## config.mk

```make
export PLATFORM = sky130hd
export DESIGN_NAME = inst_fetcher
export DESIGN_NICKNAME = d
export VERILOG_FILES = /design/src/rtl/inst_fetcher.sv
export SDC_FILE = /design/constraint.sdc
export NUM_CORES = 1
export LEC_CHECK = 0
export BUFFER_PORTS_ARGS = -buffer_cell sky130_fd_sc_hd__buf_2
export CAP_MARGIN = 25
export CORE_UTILIZATION = 40
export CTS_CLUSTER_DIAMETER = 60
export DETAILED_ROUTE_END_ITERATION = 10
export HOLD_SLACK_MARGIN = 0.05
export SLEW_MARGIN = 20
export SYNTH_ARGS = -nofsm -noshare
export SYNTH_HDL_FRONTEND = slang
export SYNTH_SLANG_ARGS = --single-unit
```

## constraint.sdc

```tcl
create_clock -name clk -period 9.18 [get_ports clk]
set_input_delay 0.459 -clock clk [delete_from_list [all_inputs] [get_ports clk]]
set_output_delay 0.459 -clock clk [all_outputs]
set_load 0.02 [all_outputs]
```

## src/rtl/inst_fetcher.sv

```systemverilog
// Instruction fetcher: keeps at most one fetch outstanding, predicts JAL and
// backward conditional branches as taken, and buffers returned words in a
// small circular queue whose head is presented to the dispatcher.
module inst_fetcher #(
  parameter int unsigned IQ_DEPTH = 8,
  parameter logic [31:0] RESET_PC = 32'h0
) (
  input  logic        clk,
  input  logic        rst,
  input  logic        rdy,
  output logic        mem_req,
  output logic [31:0] mem_addr,
  input  logic        mem_valid,
  input  logic [31:0] mem_inst,
  input  logic        wrong_commit,
  input  logic [31:0] redirect_pc,
  input  logic        issue_stall,
  output logic        if_valid,
  output logic [31:0] if_inst,
  output logic [31:0] if_pc,
  output logic        if_jump
);

  localparam int unsigned PTR_W = $clog2(IQ_DEPTH);
  localparam int unsigned CNT_W = PTR_W + 1;
  localparam logic [CNT_W-1:0] DEPTH_CNT = CNT_W'(IQ_DEPTH);

  localparam logic [6:0] OP_JAL    = 7'b1101111;
  localparam logic [6:0] OP_BRANCH = 7'b1100011;

  typedef enum logic [1:0] {
    S_IDLE,
    S_WAIT,
    S_DRAIN
  } state_e;

  state_e             state_q, state_d;
  logic [31:0]        fetchPc_q, fetchPc_d;
  logic               memReq_q, memReq_d;
  logic [31:0]        memAddr_q, memAddr_d;
  logic [PTR_W-1:0]   head_q, head_d;
  logic [PTR_W-1:0]   tail_q, tail_d;
  logic [CNT_W-1:0]   count_q, count_d;

  logic [31:0]        iqInst_q [IQ_DEPTH];
  logic [31:0]        iqPc_q   [IQ_DEPTH];
  logic               iqJump_q [IQ_DEPTH];

  logic               pushEn;
  logic               popEn;
  logic [6:0]         opcode;
  logic [31:0]        jImm;
  logic [31:0]        bImm;
  logic               predJump;
  logic [31:0]        predNext;

  // A response landing during a plain wait is the only source of pushes;
  // a flush in the same cycle throws it away, and also suppresses the pop.
  assign pushEn = rdy && (state_q == S_WAIT) && mem_valid && !wrong_commit;
  assign popEn  = rdy && if_valid && !issue_stall && !wrong_commit;

  // Static prediction on the returned word: JAL always taken, conditional
  // branches taken only when the offset is negative (sign bit set).
  always_comb begin
    opcode   = mem_inst[6:0];
    jImm     = {{11{mem_inst[31]}}, mem_inst[31], mem_inst[19:12],
                mem_inst[20], mem_inst[30:21], 1'b0};
    bImm     = {{19{mem_inst[31]}}, mem_inst[31], mem_inst[7],
                mem_inst[30:25], mem_inst[11:8], 1'b0};
    predJump = 1'b0;
    predNext = memAddr_q + 32'd4;
    if (opcode == OP_JAL) begin
      predJump = 1'b1;
      predNext = memAddr_q + jImm;
    end else if ((opcode == OP_BRANCH) && mem_inst[31]) begin
      predJump = 1'b1;
      predNext = memAddr_q + bImm;
    end
  end

  // Next-state logic for the fetch FSM, queue pointers and fetch PC; a flush
  // is applied last so it wins over any same-cycle push or pop.
  always_comb begin
    state_d   = state_q;
    fetchPc_d = fetchPc_q;
    memReq_d  = memReq_q;
    memAddr_d = memAddr_q;
    head_d    = head_q;
    tail_d    = tail_q;
    count_d   = count_q;
    if (rdy) begin
      case (state_q)
        S_IDLE: begin
          if (!wrong_commit && (count_q < DEPTH_CNT)) begin
            state_d   = S_WAIT;
            memReq_d  = 1'b1;
            memAddr_d = fetchPc_q;
          end
        end
        S_WAIT: begin
          if (mem_valid) begin
            state_d  = S_IDLE;
            memReq_d = 1'b0;
            if (!wrong_commit) begin
              fetchPc_d = predNext;
            end
          end else if (wrong_commit) begin
            state_d = S_DRAIN;
          end
        end
        S_DRAIN: begin
          if (mem_valid) begin
            state_d  = S_IDLE;
            memReq_d = 1'b0;
          end
        end
        default: begin
          state_d  = S_IDLE;
          memReq_d = 1'b0;
        end
      endcase
      if (pushEn) begin
        tail_d = tail_q + PTR_W'(1);
      end
      if (popEn) begin
        head_d = head_q + PTR_W'(1);
      end
      count_d = count_q + CNT_W'(pushEn) - CNT_W'(popEn);
      if (wrong_commit) begin
        head_d    = '0;
        tail_d    = '0;
        count_d   = '0;
        fetchPc_d = redirect_pc;
      end
    end
  end

  // Control registers with synchronous active-low reset that ignores rdy.
  always_ff @(posedge clk) begin
    if (!rst) begin
      state_q   <= S_IDLE;
      fetchPc_q <= RESET_PC;
      memReq_q  <= 1'b0;
      memAddr_q <= '0;
      head_q    <= '0;
      tail_q    <= '0;
      count_q   <= '0;
    end else begin
      state_q   <= state_d;
      fetchPc_q <= fetchPc_d;
      memReq_q  <= memReq_d;
      memAddr_q <= memAddr_d;
      head_q    <= head_d;
      tail_q    <= tail_d;
      count_q   <= count_d;
    end
  end

  // Queue storage needs no reset; validity is tracked by the count alone.
  always_ff @(posedge clk) begin
    if (rst && pushEn) begin
      iqInst_q[tail_q] <= mem_inst;
      iqPc_q[tail_q]   <= memAddr_q;
      iqJump_q[tail_q] <= predJump;
    end
  end

  assign mem_req  = memReq_q;
  assign mem_addr = memAddr_q;

  assign if_valid = (count_q != '0);
  assign if_inst  = if_valid ? iqInst_q[head_q] : 32'h0;
  assign if_pc    = if_valid ? iqPc_q[head_q]   : 32'h0;
  assign if_jump  = if_valid ? iqJump_q[head_q] : 1'b0;

endmodule

```

==> results of run 1 <==
synthesized netlist by cell type (3+ instances only):
cell	instances	area share
nand4_1	21	0.0048
edfxtp_1	520	0.58
o21ai_0	51	0.0094
a21o_1	27	0.0075
nand3_1	29	0.0054
inv_1	30	0.0042
o31ai_1	7	0.0019
o21bai_1	10	0.0028
a31oi_1	7	0.0016
nand2b_1	10	0.0023
nor2b_1	7	0.0016
a41oi_1	3	0.00097
buf_2	15	0.0028
o211ai_1	24	0.0066
fa_1	3	0.0022
a221oi_1	11	0.0036
o22ai_1	7	0.0016
and2_1	13	0.0030
nand2_1	140	0.019
o211a_1	4	0.0015
o311ai_0	5	0.0016
mux4_2	130	0.11
o21a_1	10	0.0028
clkbuf_1	78	0.011
o221ai_1	3	0.00097
and3_1	19	0.0044
ha_1	54	0.025
nor4_1	7	0.0016
a21oi_1	115	0.021
nor3b_1	4	0.0011
mux2i_1	84	0.031
o31a_1	4	0.0013
or3_1	15	0.0035
buf_1	15	0.0021
a22oi_1	4	0.0011
nor2_1	143	0.020
xor2_1	13	0.0042
nor3_1	27	0.0050
a211oi_1	18	0.0050
dfxtp_1	80	0.059
and4_1	8	0.0026
xnor2_1	26	0.0084
nand3b_1	7	0.0019
a211o_1	4	0.0013
routing by layer:
layer,up-vias,track usage
met5,-,0
met4,0,0.0731
met3,115,0.0336
met2,739,0.328
met1,8655,0.299
li1,7631,-
worst max-delay path by stage:
stage                 startpoint               to  slack [ns]  cells after the start
floorplan             state_q[1]   iqInst_q[2][0]        1.14                      8
global placement    wrong_commit  iqInst_q[5][24]        4.85                      8
detailed placement  wrong_commit     iqPc_q[5][9]        4.81                      8
CTS                    flip-flop      if_inst[10]        4.85                      6
global route           flip-flop        if_pc[12]        4.67                      6
finish                 flip-flop        if_pc[13]        4.97                      6
registers in the layout (all words and copies together), names as in the netlist, named ones only:
signal and flops:
count_q 4, fetchPc_q 32, head_q 3, iqInst_q 256, iqJump_q 8, iqPc_q 256, mem_addr 32, mem_req 1
state_q 2, tail_q 3
worst reg2reg max path, cell delays in order, from the launching register on:
cell and delay (ns):
dfxtp_1 0.32, inv_1 0.09, ha_1 0.20, and2_1 0.17
o21ai_2 0.05, buf_4 0.26, nor2_1 0.65, nand2_1 0.38
nor2_4 0.89, buf_4 0.77
cells in the final DEF, fill, tap and decap left out, types with 19 or more instances in the layout:
cell type / netlist / routed
clkbuf_16: 0 / 69
a21o_1: 27 / 27
nor3_1: 27 / 22
a21oi_1: 115 / 115
dfxtp_1: 80 / 77
nand3_1: 29 / 28
nand2_1: 140 / 140
nor2_1: 143 / 140
inv_1: 30 / 29
edfxtp_1: 520 / 520
mux4_2: 130 / 130
mux2i_1: 84 / 84
clkbuf_1: 78 / 19
o211ai_1: 24 / 24
o21ai_0: 51 / 50
xnor2_1: 26 / 26
buf_4: 1 / 37
and3_1: 19 / 19
buf_2: 15 / 168
ha_1: 54 / 54
nand4_1: 21 / 21
logic make-up after synthesis:
logic type | share of synthesized area
buffers and inverters | 0.0205
adder cells (fa/ha/maj) | 0.0272
AO/OA/AOI/OAI | 0.0847
XOR/XNOR | 0.0126
AND/OR/NAND/NOR | 0.0796
multiplexers | 0.140
flip-flops | 0.635
power by group through the flow:
stage	registers [W]	logic, W	clock network [W]
after global routing	0.00300	0.000296	0.00271
after CTS	0.00300	0.000270	0.00261
after detailed placement	0.00305	0.000269	0
final	0.00300	0.000274	0.00256
after floorplan	0.00305	0.000157	0
after global placement	0.00305	0.000266	0
area by class of cell:
type | instances | area (um2)
antenna | 1 | 2.50
clock buffer | 89 | 1810
clock inverter | 30 | 279
fill | 5927 | 36000
inverter | 30 | 113
multi-input combinational | 1117 | 9400
sequential | 600 | 17200
tap | 873 | 1090
timing repair buffer | 205 | 1120
per-stage QoR:
step | util | power, W | cells | cell area, um2
after floorplan | - | 0.00321 | 1857 | 27100
after global placement | 0.432 | 0.00332 | 2825 | 28900
after detailed placement | 0.432 | 0.00332 | 2825 | 28900
after CTS | 0.463 | 0.00588 | 2944 | 31000
after global routing | 0.463 | 0.00601 | 2944 | 31000
final | 0.463 | 0.00583 | 2945 | 31000
==> flow_metrics.tcl, run 1 <==
set metrics [dict create \
    status "complete, no violations" \
    seqPwrFrac 0.514 \
    p_sw_w 0.00128 \
    whs_path_depth 3 \
    crit_path_frequent_cell "buf_4" \
    pwr_density_cell_mw_per_mm2 188 \
    grt_setup_unrepaired "no" \
    grt_util_all_layers 0.210 \
    yosys_register_bits 600 \
    post-cts-setup-buffers 0 \
    rrSetupSlack_ns 4.98 \
    vias_per_cell 5.82 \
    core.rowCount 95 \
    syn_to_final_growth_pct 14.6 \
    crit_path_cell_trace "buf_4 > buf_4 > mux4_2 > mux2i_1 > nor2_1 > buf_2" \
    cts_tree "done" \
    start_kind "flip-flop" \
    slowest_stage "buf_4" \
    worst_pin_slew_ns 1.03 \
    r2r_cells 9 \
    postSynthAreaPerCell_um2 14.6 \
    dieHeight_um 262 \
    antenna_found_initial 0 \
    met2_wirelength_mm 33.5 \
    fin_worst_skew_ns 0.0232 \
    fin_crit_ns 4.21 \
    cp-end-kind "output pin" \
    wl_met3_mm 5.34 \
    yosysWarnings 0 \
    core-area_mm2 0.0670 \
    drc_errors 0 \
    slew_viol_final 0 \
    cts_hold_buffers 0 \
    comb_power_share 0.047 \
    die_w_um 262 \
    p_sw_frac 0.220 \
    root_buffer "clkbuf_16" \
    final_hold_viol_count 0 \
    leakage_nw 10.8 \
    drt-initial-drc-count 1571 \
    cts_resized 0 \
    hp-start "redirect_pc[10]" \
    post-dp-hpwl_mm 44.8 \
    fin_crit_sh 0.458 \
    setup_slack_ns 4.97 \
    maxCapViolCount 0 \
    yosys.cell_types.count 80 \
    synth_flop_cell "edfxtp_1" \
    via_count 17100 \
    syn-instance-count 1857 \
    clkPwrFrac 0.439 \
    slowest_delay_ns 0.72 \
    async_flop_share 0 \
    clock_latency_ns 0.60 \
    m1WireLength_mm 31.8 \
    r2r_start "state_q[1]" \
    gp_congestion 0.931 \
    wl_mm 72.6 \
    path_class "reg2out" \
    grt_pass1_wl_mm 108 \
    io_pins 169 \
    place_ws_ns 4.81 \
    worstPathMaxFanout 38 \
    grt_pass1_vias 17000 \
    htree_num_levels 3 \
    tns_ns 0 \
    path_clk_slew_ns 0.06 \
    syn-cell-area_mm2 0.0271 \
    final-setup-viol-count 0 \
    wire_per_inst_um 24.6 \
    crit_arrival_ns 3.75 \
    drive_gt1_frac 0.224 \
    syn-num-nets 1984 \
    grt_overflow_total 0 \
    drtAntennaViolNets 0 \
    yosysSeqAreaShare 0.635 \
    slew_headroom 0.310 \
    hold_ws_ns 0.161 \
    cts.sinks 600 \
    synth_edf_count 520 \
    fmax_mhz 238 \
    grt_max_degree 61 \
    required_ns 8.72 \
    numCtsBuffers 66 \
    r2r_end "iqInst_q[7][13]" \
    vdd_drop_max_mv 0.118 \
    hold_end "fetchPc_q[10]" \
    num-nets-final 2147 \
    dieArea_mm2 0.0688 \
    top_layer "met4" \
    intPower_w 0.00455 \
    path_delay_family "buffers and inverters" \
    start_util 0.404 \
    io_buffers 168 \
    crit_buf_inv 3 \
    first_pass_iters 5 \
    hold_path.class "in2reg" \
    cts_max_path_buffers 3 \
]
Note: power is estimated with default switching activity, not from simulation.
==> inputs of run 2 (changes only) <==
clock period = 3.37 ns   (was 9.18 ns; I/O delays follow)
==> flow_metrics.tcl, run 2 (synthesis results as in run 1) <==
set metrics [dict create \
    status "complete, no violations" \
    comb_power_share 0.055 \
    final_cell_area_mm2 0.0323 \
    maxCapViolCount 0 \
    first_pass_iters 7 \
    leakage_nw 11.4 \
    core.rowCount 95 \
    io_pins 169 \
    required_ns 3.85 \
    grt_util_all_layers 0.220 \
    p_sw_frac 0.226 \
    io_buffers 168 \
    root_buffer "clkbuf_16" \
    clock_latency_ns 0.62 \
    wl_mm 75.5 \
    r2r_start "mem_addr[1]" \
    multi_input_area_mm2 0.00945 \
    slowest_delay_ns 0.56 \
    intPower_w 0.0123 \
    hold_path.class "in2reg" \
    fin_crit_ns 3.20 \
    clkPwrFrac 0.433 \
    start_kind "flip-flop" \
    num-nets-final 2269 \
    post-dp-hpwl_mm 46.5 \
    vdd_drop_max_mv 0.345 \
    crit_path_frequent_cell "a21oi_1" \
    vias_per_cell 5.77 \
    syn_to_final_growth_pct 19.3 \
    numCtsBuffers 67 \
    fin_worst_skew_ns 0.0318 \
    drtAntennaViolNets 0 \
    seqPwrFrac 0.512 \
    gp_congestion 0.903 \
    cts_max_path_buffers 3 \
    dpl_cell_area_mm2 0.0296 \
    final_common_cell "edfxtp_1" \
    via_count 17700 \
    start_util 0.404 \
    pwr_density_cell_mw_per_mm2 491 \
    grt_max_degree 66 \
    path_delay_family "compound AO/OA/AOI/OAI gates" \
    drc_errors 0 \
    critPathLaunch "mem_addr[1]" \
    tns_ns 0 \
    path_clk_slew_ns 0.06 \
    slowest_stage "dlygate4sd3_1" \
    grt_setup_unrepaired "no" \
    post-cts-setup-buffers 0 \
    cp-end-kind "flip-flop" \
    path_class "reg2reg" \
    dpl.cell_count 2880 \
    drt-initial-drc-count 1588 \
    final-setup-viol-count 0 \
    fin_crit_sh 0.951 \
    htree_num_levels 3 \
    die_w_um 262 \
    fill_cells 5873 \
    worstPathMaxFanout 5 \
    slew_headroom 0.491 \
    reg_top3 "iqInst_q x256, iqPc_q x256" \
    wire_per_inst_um 24.6 \
    crit_path_cell_trace "ha_1 > inv_1 > fa_1 > nand2b_1 > a21oi_2 > nor2_1 > o21bai_1 > a21oi_1 > o221a_2 > o221ai_1 > a21oi_1 > dlygate4sd3_1" \
    worst_pin_slew_ns 0.764 \
    crit_arrival_ns 3.68 \
    drive_gt1_frac 0.241 \
    dieHeight_um 262 \
    crit_buf_inv 2 \
    rrSetupSlack_ns 0.17 \
    antenna_found_initial 0 \
    cts.sinks 600 \
    p_sw_w 0.00359 \
    fmax_mhz 312 \
    cts_tree "done" \
    core-area_mm2 0.0670 \
    grt_overflow_total 0 \
    grt_pass1_wl_mm 114 \
    hp-start "redirect_pc[18]" \
    stdcell_count 3067 \
    final-seq-area_mm2 0.0172 \
    fin_util 0.482 \
    dieArea_mm2 0.0688 \
    n_antenna_cell 0 \
    grt_pass1_vias 17900 \
    final_cell_mix "edfxtp_1, buf_2, nand2_1" \
    final_hold_viol_count 0 \
    slew_viol_final 0 \
]
-- run 2: cell types whose count changed in the layout (fill, tap and decap cells not counted), sizes merged, moves of 2 or more --
| cell | before | now |
|---|---|---|
| inv | 38 | 34 |
| clkbuf | 89 | 84 |
| clkinv | 16 | 27 |
| dlygate4sd3 | 0 | 66 |
| bufinv | 3 | 1 |
| clkinvlp | 3 | 5 |
| buf | 205 | 260 |
-- run 2: stage by stage --
stage | worst slack (ns) | power (W) | hold slack (ns)
after floorplan | -0.705 | 0.00874 | 0.267
after global routing | 0.00440 | 0.0163 | 0.122
after detailed placement | 0.314 | 0.00908 | 0.443
final | 0.165 | 0.0159 | 0.108
after global placement | 0.417 | 0.00907 | 0.438
after CTS | 0.103 | 0.0160 | 0.0561
-- run 2: layout make-up --
class                      count  area share
timing repair buffer         326      0.0732
sequential                   600       0.533
inverter                      30     0.00348
tap                          873      0.0338
clock buffer                  84      0.0552
clock inverter                37     0.00863
multi-input combinational   1117       0.293
-- run 2: repair_timing --
item / in CTS / in global routing
hold buffers: 66 / 0
setup endpoints to repair: 0 / 2
endpoints found under the hold margin: 289 / 0
resized for setup: 0 / 2
-- run 2: layer usage --
layer	part of all wire	track usage	vias to the layer above
met5	0	0	-
met4	0.022	0.0661	0
met3	0.060	0.0350	96
met2	0.46	0.345	610
li1	-	-	7881
met1	0.46	0.316	9110
-- run 2: power by group through the flow --
stage          clock network, W  logic [W]  registers, W
5_1_grt                 0.00727   0.000943       0.00813
3_3_place_gp                  0   0.000786       0.00828
6_report                0.00688   0.000872       0.00813
3_5_place_dp                  0   0.000796       0.00829
4_1_cts                 0.00701   0.000864       0.00813
2_1_floorplan                 0   0.000434       0.00831
-- run 2: worst min-delay path: cells and delay by family --
| family | cells | cell delay, ns |
|---|---|---|
| AOI/OAI and AO/OA | 2 | 0.23 |
| and+or+nand+nor | 1 | 0.20 |
| buffers and inverters | 1 | 0.08 |
-- run 2: path summary, 6_finish.rpt --
| path | to | depth (start not counted) |
|---|---|---|
| setup reg to reg | fetchPc_q[9] | 12 |
| hold / removal | fetchPc_q[18] | 4 |
| hold reg to reg | mem_addr[21] | 2 |
| setup / recovery | fetchPc_q[9] | 12 |
